<file path="src/rtl/pd_column_render.sv">
// rtl/pd_column_render.sv - peak-detect column reader and vertical-run rasterizer
// Optional feature macro: PD_LINK_EN (link each column's span to the previous column's raw pair).
module pd_column_render #(
  parameter int ADDR_W = 10,
  parameter int NCOL   = 1000
) (
  input  logic              clk_i,
  input  logic              rst_i,
  input  logic              start_i,
  output logic              busy_o,
  output logic              rd_en_o,
  output logic [ADDR_W-1:0] rd_addr_o,
  input  logic [15:0]       rd_data_i,
  output logic              pix_valid_o,
  input  logic              pix_ready_i,
  output logic [ADDR_W-1:0] pix_x_o,
  output logic [7:0]        pix_y_o,
  output logic              pix_last_o,
  output logic              done_o
);

  typedef enum logic [1:0] {
    S_IDLE  = 2'd0,
    S_FETCH = 2'd1,
    S_WAIT  = 2'd2,
    S_EMIT  = 2'd3
  } state_e;

  localparam logic [ADDR_W-1:0] LAST_COL = ADDR_W'(NCOL - 1);
  localparam logic [ADDR_W-1:0] COL_ONE  = ADDR_W'(1);

  state_e            state_q, state_d;
  logic [ADDR_W-1:0] col_q, col_d;
  logic [7:0]        y_q, y_d;
  logic [7:0]        hi_q, hi_d;
  logic              done_q, done_d;

`ifdef PD_LINK_EN
  // Raw (swap-corrected, unlinked) pair of the column being drawn, and of the one before it.
  logic [7:0] raw_lo_q, raw_lo_d;
  logic [7:0] raw_hi_q, raw_hi_d;
  logic [7:0] prev_lo_q, prev_lo_d;
  logic [7:0] prev_hi_q, prev_hi_d;
`endif

  logic [7:0] mem_min, mem_max;
  logic [7:0] sort_lo, sort_hi;
  logic [7:0] span_lo, span_hi;
  logic       at_hi;
  logic       last_col;

  assign mem_max  = rd_data_i[15:8];
  assign mem_min  = rd_data_i[7:0];
  assign at_hi    = (y_q == hi_q);
  assign last_col = (col_q == LAST_COL);

  // Order the fetched pair so the run is always drawn bottom-up, then optionally widen it.
  always_comb begin
    sort_lo = mem_min;
    sort_hi = mem_max;
    if (mem_min > mem_max) begin
      sort_lo = mem_max;
      sort_hi = mem_min;
    end
    span_lo = sort_lo;
    span_hi = sort_hi;
`ifdef PD_LINK_EN
    // Column 0 has no predecessor; later columns stretch to touch the previous raw run.
    if (col_q != '0) begin
      span_lo = (sort_lo < prev_hi_q) ? sort_lo : prev_hi_q;
      span_hi = (sort_hi > prev_lo_q) ? sort_hi : prev_lo_q;
    end
`endif
  end

  // Next-state logic: column walk, pixel counter and end-of-frame pulse.
  always_comb begin
    state_d = state_q;
    col_d   = col_q;
    y_d     = y_q;
    hi_d    = hi_q;
    done_d  = 1'b0;
`ifdef PD_LINK_EN
    raw_lo_d  = raw_lo_q;
    raw_hi_d  = raw_hi_q;
    prev_lo_d = prev_lo_q;
    prev_hi_d = prev_hi_q;
`endif
    unique case (state_q)
      S_IDLE: begin
        if (start_i) begin
          state_d = S_FETCH;
          col_d   = '0;
        end
      end
      S_FETCH: begin
        state_d = S_WAIT;
      end
      S_WAIT: begin
        y_d     = span_lo;
        hi_d    = span_hi;
`ifdef PD_LINK_EN
        raw_lo_d = sort_lo;
        raw_hi_d = sort_hi;
`endif
        state_d = S_EMIT;
      end
      S_EMIT: begin
        if (pix_ready_i) begin
          if (!at_hi) begin
            // y stops at hi, so an 8-bit counter never wraps even for a 0..255 span.
            y_d = y_q + 8'd1;
          end else begin
`ifdef PD_LINK_EN
            prev_lo_d = raw_lo_q;
            prev_hi_d = raw_hi_q;
`endif
            if (last_col) begin
              state_d = S_IDLE;
              done_d  = 1'b1;
            end else begin
              col_d   = col_q + COL_ONE;
              state_d = S_FETCH;
            end
          end
        end
      end
      default: begin
        state_d = S_IDLE;
      end
    endcase
  end

  // State register with synchronous reset; a reset mid-frame simply abandons the frame.
  always_ff @(posedge clk_i) begin
    if (rst_i) begin
      state_q <= S_IDLE;
      col_q   <= '0;
      y_q     <= '0;
      hi_q    <= '0;
      done_q  <= 1'b0;
    end else begin
      state_q <= state_d;
      col_q   <= col_d;
      y_q     <= y_d;
      hi_q    <= hi_d;
      done_q  <= done_d;
    end
  end

`ifdef PD_LINK_EN
  // Raw and previous-column pair registers used only for trace linking.
  always_ff @(posedge clk_i) begin
    if (rst_i) begin
      raw_lo_q  <= '0;
      raw_hi_q  <= '0;
      prev_lo_q <= '0;
      prev_hi_q <= '0;
    end else begin
      raw_lo_q  <= raw_lo_d;
      raw_hi_q  <= raw_hi_d;
      prev_lo_q <= prev_lo_d;
      prev_hi_q <= prev_hi_d;
    end
  end
`endif

  // Outputs are decoded from registered state, so they hold steady while the sink stalls.
  assign busy_o      = (state_q != S_IDLE);
  assign rd_en_o     = (state_q == S_FETCH);
  assign rd_addr_o   = col_q;
  assign pix_valid_o = (state_q == S_EMIT);
  assign pix_x_o     = col_q;
  assign pix_y_o     = y_q;
  assign pix_last_o  = (state_q == S_EMIT) && last_col && at_hi;
  assign done_o      = done_q;

endmodule

</file>
<file path="config.mk">
export PLATFORM = sky130hd
export DESIGN_NAME = pd_column_render
export DESIGN_NICKNAME = d
export VERILOG_FILES = /design/src/rtl/pd_column_render.sv
export SDC_FILE = /design/constraint.sdc
export NUM_CORES = 1
export LEC_CHECK = 0
export BUFFER_PORTS_ARGS = -buffer_cell sky130_fd_sc_hd__buf_2
export CAP_MARGIN = 10
export CORE_ASPECT_RATIO = 0.9
export CORE_MARGIN = 5
export CORE_UTILIZATION = 48
export DETAILED_ROUTE_END_ITERATION = 12
export PLACE_DENSITY = 0.76
export SKIP_LAST_GASP = 1
export SLEW_MARGIN = 20
export SYNTH_ARGS = -nofsm -noshare
export SYNTH_HDL_FRONTEND = slang
export SYNTH_SLANG_ARGS = --single-unit
export TNS_END_PERCENT = 30
</file>
<file path="constraint.sdc">
create_clock -name clk_i -period 2.6 [get_ports clk_i]
set_clock_uncertainty 0.2 [all_clocks]
set_input_delay 0.52 -clock clk_i [delete_from_list [all_inputs] [get_ports clk_i]]
set_output_delay 0.52 -clock clk_i [all_outputs]
set_load 0.1 [all_outputs]
</file>
=== Word-level counts from Yosys, hierarchy flattened ===
Index checks and enable logic that the tools add are counted.

* Output and inout bits: 33
* Word-level logic and storage cells: 47
* Register bits after elaboration: 29
* Input port bits: 20

* Order comparisons: 1
* Add/subtract/negate cells: 2
* Reduce and logical (&&, ||, !) cells: 10
* Bitwise operators: 3
* Multiplexer cells: 16
* Equality and inequality tests: 10

{| class="wikitable"
|+ Operators with widths
! operator !! count
|-
| two-way mux 10 bit || 4
|-
| two-way mux 8 bit || 4
|-
| one-hot mux 10 bit (2 select lines) || 1
|-
| one-hot mux 8 bit (2 select lines) || 1
|-
| adder 10 x 1 -> 10 bit, second input constant || 1
|-
| == test 10 bit, second input constant || 1
|-
| adder 8 x 1 -> 8 bit, second input constant || 1
|-
| == test 8 bit || 1
|-
| > comparator 8 bit || 1
|-
| one-hot mux 2 bit (4 select lines) || 1
|-
| two-way mux 2 bit || 3
|-
| inequality test 2 bit, second input constant || 3
|-
| AND reduction 3 bit || 2
|-
| nonzero test 2 bit || 3
|-
| AND reduction 5 bit || 1
|-
| == test 2 bit, second input constant || 2
|-
| inequality test 2 x 1 -> 1 bit, second input constant || 2
|-
| OR reduction 4 bit || 1
|-
| NOT 1 bit || 3
|-
| == test 2 x 1 -> 1 bit, second input constant || 1
|-
| logical AND 1 bit || 2
|-
| logical NOT 2 bit || 1
|-
| two-way mux 1 bit || 2
|}

=== Logic depth before layout (Yosys ltp) ===
Gate-level depths: netlist of run 1.

* Depth in word-level cells: 5
* Mapped depth: 10

=== Worst setup path before layout of run 1 ===
No wires, ideal clock.

* Kind: register to output
* Start point: reg col_q[0] (netlist: pix_x_o[0])
* End point: out pix_last_o
* Data arrival time: 2.339 ns
* Stages on the path, launching flop included: 5
* Setup slack: -0.459 ns
* Path buffers: 0
* Cell sequence: dfxtp_1 -> ha_1 -> nand2_1 -> nor4_1 -> and4_2

* Word-level cells in the longest chain between the ends: 3

{| class="wikitable"
|+ RTL lines
! what !! RTL line !! text
|-
| start, declared || 33 || <nowiki>logic [ADDR_W-1:0] col_q, col_d;</nowiki>
|-
| start signal, assigned || 144 || <nowiki>col_q <= col_d;</nowiki>
|-
| == test 10 bit || 55 || <nowiki>assign last_col = (col_q == LAST_COL);</nowiki>
|-
| logical AND 1 bit (2 in series) || 175 || <nowiki>assign pix_last_o = (state_q == S_EMIT) && last_col && at_hi;</nowiki>
|-
| end, declared || 18 || <nowiki>output logic pix_last_o,</nowiki>
|}

Every way passes these cells.

=== Worst setup path in the final report of run 1 ===
Ends and elaborated chain as after synthesis.

==> impl_results.md, run 1 <==
* Final ANT Viol Nets at 0
* Number of synthesized flops with an enable pin at 0
* HP Class: reg2reg
* Synth Warn # at 0
* Inserted Diodes at 0
* Filler instances at 365
* Max Cap Viol at 0
* Vias in the first global route at 1,730
* Largest net degree at the start of global routing at 23
* Reg2Reg Launch Point: state_q[1]$_SDFFE_PP0P_
* Mean post-synth cell area at 8.212 um2
* Die Ht at 72.54 um
* Worst-path clk slew at 60 ps
* Reg2Reg Depth at 6
* Total track usage at 17.62%
* Area of the core at 4129 um2
* Synthesized Nets at 289
* Initial Util at 50.52%
* Row count at 22
* Total number of vias at 1,924
* Int Pwr at 1.186 mW
* # IOs at 53
* WL/cell at 14.51 um
* CTS tree: built
* Seq/Total Area, Yosys at 27.83%
* Peak supply drop at 0.6893 mV
* R2R Path End: pix_x_o[9]$_SDFFE_PP0P_
* First-pass GRT wire length at 8.128 mm
* Total power at 2.466 mW
* Area Growth Syn to Fin at 18.24%
* Crit path max fanout at 5
* Vias per inst at 5.577
* Total grt overflow at 0
* Final Hold Vio Count at 0
* Final WS setup at 77.26 ps
* Initial antenna violation count at 0
* Status: completed
* Yosys cell types at 45
* Netlist Area Pre-Place at 2086 um2
* Latest clock arrival within the worst-skew pair at 280 ps
* Share of cells above drive strength 1 at 32.66%
* Ys async rst share at 0%
* Slew Limit Fails at 0
* Critical path origin: pix_x_o[0]$_SDFFE_PP0P_
* TritonRoute pass-1 iters at 4
* DRC errors left at 0
* Fin nets at 332
* Startpoint Class: flop
* Final Wtd Congestion at 0.8285
* CP endpoint: pix_last_o
* RSZ-0062 raised after global routing: no
* Slew @ Worst Pin at 491.0 ps
* Power share of the combinational group at 58.0%
* Finish-stage setup viols at 0
* DRT Wirelength at 5.007 mm
* Final Cycle Share at 97.03%
* Mapped Cells at 254
* Switching Power at 1.280 mW
* Sw frac at 51.92%
* Worst path required time at 1880 ps
* Worst hold path depth at 2
* H-tree levels at 2
* Lkg Pwr at 1.121 nW
* Reg-to-reg setup timing slack at 250 ps
* CTS Buf Count at 5
* Most common cell after layout, fill and taps aside: buf_2
* PortBufs at 52
* Fin Setup TNS at 0 ps
* CP Class: reg2out
* Die area at 5765 um2
* DP HPWL at 3.892 mm
* Crit end category: output port
* Max clock buf depth at 2
* Tmin final at 2523 ps
* Max transition margin at 67.49%
* Power share of the clock group at 15.1%
* Final hold slack at 292.6 ps
* Commonest cells after routing, fill and taps aside: buf_2, nor2_1, a21oi_1
* Die W at 79.49 um
* Post-CTS Setup Inserts at 0
* Seq pwr share at 27.0%
* Initial DRC Count at 176
* Pre-CTS setup slack at -42.16 ps
* Main synth FF type: dfxtp_1
* Post-synthesis register bit count at 29
* Power per cell area at 1000 nW/um2
* Fmax at 0.3964 GHz
* Root Buffer: clkbuf_8
* Clock sinks at 29
* Crit path DAT at 1800 ps
critical path: stages (launching register included):
cell     delay, ps
dfxtp_2        360
ha_1           210
nand2_1        140
nor4_2         310
and4_2         320
buf_12         180
synthesized netlist by cell type, types with 2 or more instances:
cell | number | area (um2)
dfxtp_1 | 29 | 580.6
nor2_1 | 20 | 75.07
a21oi_1 | 19 | 95.09
ha_1 | 15 | 187.7
inv_1 | 15 | 56.30
a211oi_1 | 13 | 97.59
nand2_1 | 11 | 41.29
nor3_1 | 11 | 55.05
buf_4 | 10 | 75.07
nand3_1 | 10 | 50.05
o21ai_0 | 9 | 45.04
xor2_1 | 9 | 78.83
clkbuf_1 | 8 | 30.03
nand4_1 | 7 | 43.79
or3_1 | 7 | 43.79
a31oi_1 | 4 | 25.02
mux2_2 | 4 | 45.04
mux2i_1 | 4 | 40.04
nor2b_1 | 4 | 25.02
and2_1 | 3 | 18.77
buf_2 | 3 | 15.01
nand2b_1 | 3 | 18.77
o31ai_1 | 3 | 22.52
or2_2 | 3 | 18.77
or4_1 | 3 | 22.52
a21o_1 | 2 | 15.01
a311oi_1 | 2 | 17.52
and3_1 | 2 | 12.51
nor3b_1 | 2 | 15.01
nor4_1 | 2 | 12.51
nor4_4 | 2 | 42.54
o211ai_1 | 2 | 15.01
layout make-up:
type | count | area, um2 | share of cell area, %
clock buffer | 7 | 86.33 | 3.501
inverter | 15 | 56.30 | 2.283
multi-input combinational | 187 | 1323 | 53.63
sequential | 29 | 600.6 | 24.35
tap | 48 | 60.06 | 2.435
timing repair buffer | 59 | 340.3 | 13.80
timing repair:
| action | CTS | global route |
|---|---|---|
| resized for setup | 0 | 1 |
| hold buffers | 0 | 0 |
| setup endpoints to repair | 0 | 1 |
metal layers:
layer / vias to the layer above / GRT usage [%] / part of all wire (%)
li1: 998 / - / -
met1: 858 / 24.85 / 49
met2: 65 / 26.41 / 44
met3: 3 / 4.839 / 6.7
met4: 0 / 4.580 / 0.50
met5: - / 0 / 0
flip-flops by register name, summed over array words and instances, names as in the netlist:
signal   cells
state_q      2
done_o       1
pix_y_o      8
pix_x_o     10
hi_q         8
logic make-up (layout without fill, tap and decap cells):
group	after synthesis	count (layout)	share of synthesized area [%]
AO/OA/AOI/OAI	59	59	18.66
XOR/XNOR	10	10	4.560
adder cells (fa/ha/maj)	15	15	8.998
buffers and inverters	38	81	9.178
flip-flops	29	29	27.83
multiplexers	8	8	4.079
AND/OR/NAND/NOR	95	95	26.69
worst min-delay path by stage:
stage	start	end
floorplan	hi_q[0]$_SDFFE_PP0N_	hi_q[0]$_SDFFE_PP0N_
global placement	pix_x_o[8]$_SDFFE_PP0P_	pix_x_o[8]$_SDFFE_PP0P_
detailed placement	pix_x_o[8]$_SDFFE_PP0P_	pix_x_o[8]$_SDFFE_PP0P_
CTS	pix_x_o[8]$_SDFFE_PP0P_	pix_x_o[8]$_SDFFE_PP0P_
global route	pix_x_o[8]$_SDFFE_PP0P_	pix_x_o[8]$_SDFFE_PP0P_
finish	pix_x_o[8]$_SDFFE_PP0P_	pix_x_o[8]$_SDFFE_PP0P_
through the flow:
step	utilization, %	cells	area, um2
after floorplan	-	254	2108
after global placement	57.48	338	2374
after detailed placement	57.48	338	2374
after CTS	59.58	345	2460
after global routing	59.73	345	2466
final	59.73	345	2466
power groups by stage:
stage               Clock [mW]  Combinational, mW  Sequential (mW)
global route             0.400               1.53            0.682
detailed placement           0               1.43            0.674
finish                   0.371               1.43            0.665
CTS                      0.378               1.43            0.665
floorplan                    0              0.940            0.909
global placement             0               1.40            0.669
(Power assumes the default switching activity.)
==> inputs of run 2 (changes only) <==
==> constraint.sdc (replaced) <==
create_clock -name clk_i -period 2.11 [get_ports clk_i]
set_clock_uncertainty 0.2 [all_clocks]
set_input_delay 0.422 -clock clk_i [delete_from_list [all_inputs] [get_ports clk_i]]
set_output_delay 0.422 -clock clk_i [all_outputs]
set_load 0.1 [all_outputs]
==> run 2 against run 1 <==
Net effect:
- the flow now finishes with violations (negative setup slack)
- sequential power increased by 27%
- hold slack got worse by 48 ps
- routed wire length is 43% higher
- worst setup slack lost 300 ps
- utilization up 19 points
- largest power group unchanged
==> impl_results.md, run 2 (synthesis gave the netlist of run 1 again) <==
* Switching Power at 1.965 mW
* Violated checks: negative setup slack
* Final WS setup at -218.6 ps
* Power per cell area at 1253 nW/um2
* CTS tree: built
* Post-DP Area at 2829 um2
* Share of cells above drive strength 1 at 55.68%
* WL/cell at 17.95 um
* Total track usage at 22.48%
* # IOs at 53
* Max transition margin at 66.65%
* DP Cell Count at 384
* First-pass GRT wire length at 10.25 mm
* DRT Wirelength at 7.180 mm
* Initial antenna violation count at 0
* Max Cap Viol at 0
* Total grt overflow at 0
* Startpoint Class: flop
* Final ANT Viol Nets at 0
* Slew @ Worst Pin at 503.7 ps
* Crit path max fanout at 2
* Clock sinks at 29
* Slew Limit Fails at 0
* Final Cycle Share at 110.4%
* Vias per inst at 5.785
* Die Ht at 72.54 um
* Area of the core at 4129 um2
* Fmax at 0.4294 GHz
* Final hold slack at 244.2 ps
* Die W at 79.49 um
* Cts hold-fix bufs at 0
* Total power at 4.052 mW
* Tmin final at 2329 ps
* CP max stage delay at 340 ps
* Reg2Reg Launch Point: hi_q[2]$_SDFFE_PP0N_
* CTS Buf Count at 5
* Area Growth Syn to Fin at 55.01%
* Initial Util at 50.52%
* Fin nets at 386
* Root Buffer: clkbuf_8
* Pre-CTS setup slack at -488.5 ps
* Post-layout util at 78.30%
* Fin Setup TNS at -1201 ps
* DRC errors left at 0
* Final Wtd Congestion at 0.8542
* Latest clock arrival within the worst-skew pair at 290 ps
* Power share of the clock group at 15.1%
* DP HPWL at 4.646 mm
* RSZ-0062 raised after global routing: yes
* Seq pwr share at 20.9%
* Finish-stage setup viols at 15
* R2R Path End: pix_x_o[9]$_SDFFE_PP0P_
* CP Class: reg2out
* Crit end category: output port
* Sw frac at 48.49%
* WHS Endpoint: done_o$_SDFF_PP0_
* Vias in the first global route at 2,167
* CP cell instances: xor2_2 > nor4_4 > buf_4 > and4_4 > buf_12
* Final Hold Vio Count at 0
* Power share of the combinational group at 64.1%
* Total number of vias at 2,314
* Inserted Diodes at 0
* Initial DRC Count at 199
* Largest net degree at the start of global routing at 22
* Row count at 22
* Die area at 5765 um2
* Hold Startpoint: pix_ready_i
* Crit path DAT at 1710 ps
* Int Pwr at 2.087 mW
* HP Class: in2reg
* PortBufs at 52
* Reg2Reg Depth at 8
* TritonRoute pass-1 iters at 4
* Lkg Pwr at 1.444 nW
* Final Instance Count excl. Fillers at 400
* Worst path required time at 1490 ps
* Status: complete, but fails checks
* Max clock buf depth at 2
* H-tree levels at 2
* Number of flip-flops under the largest register name at 10
* Most common cell after layout, fill and taps aside: buf_4
* Commonest cells after routing, fill and taps aside: buf_4, buf_2, nor2_1
* Peak supply drop at 1.079 mV
* Fin area at 3233 um2
* Worst-path clk slew at 70 ps
* Worst hold path depth at 2
* Critical path origin: hi_q[2]$_SDFFE_PP0N_
* Reg-to-reg setup timing slack at -170 ps
* Slowest CP cell: dfxtp_2
==> run 2: cell types whose count changed in the layout (fill, tap and decap cells not counted), sizes merged <==
| cell | before | now |
|---|---|---|
| buf | 59 | 113 |
| bufinv | 0 | 1 |
| clkinvlp | 0 | 2 |
| inv | 15 | 14 |
| clkbuf | 7 | 6 |
==> run 2: what timing repair did <==
item | 4_1_cts | 5_1_grt
gates resized for setup | 13 | 37
buffers inserted | 6 | 3
endpoints found under the hold margin | 0 | 0
pin swaps | 12 | 12
setup endpoints to repair | 25 | 28
==> run 2: worst max path at each step <==
stage | end | slack (ps) | depth (start not counted)
final | pix_last_o | -220 | 5
after global routing | pix_last_o | -270 | 4
after CTS | pix_last_o | -210 | 5
after detailed placement | pix_y_o[7]$_SDFFE_PP0P_ | -490 | 11
after global placement | pix_y_o[7]$_SDFFE_PP0P_ | -390 | 11
after floorplan | pix_x_o[7]$_SDFFE_PP0P_ | -340 | 7
==> run 2: per-layer routing <==
metal	up-vias	GRT usage, %	part of all wire, %
met5	-	0	0
met4	0	7.443	1.1
met3	11	6.079	7.5
met2	114	34.57	50
met1	1081	30.45	41
li1	1108	-	-
==> run 2: power groups by stage <==
stage,combinational [mW],clock (mW),sequential [mW]
6_report,2.60,0.611,0.846
5_1_grt,2.73,0.637,0.863
4_1_cts,2.37,0.609,0.820
3_5_place_dp,2.16,0,0.820
3_3_place_gp,2.09,0,0.814
2_1_floorplan,1.21,0,1.15
==> run 2: area by class of cell <==
class                           instances  area, um2
Clock buffer                            6      82.58
Clock inverter                          2      37.54
Fill cell                             259      895.9
Inverter                               15      65.06
Multi-Input combinational cell        187       1545
Sequential cell                        29      640.6
Tap cell                               48      60.06
Timing Repair Buffer                  113      802.0
==> run 2: worst max-delay path: cells and delay by family (launching register included) <==
kind	cells	cell delay, ps
and+or+nand+nor	2	550
DFF	1	340
buffers and inverters	2	340
xor gates and xnor gates	1	180
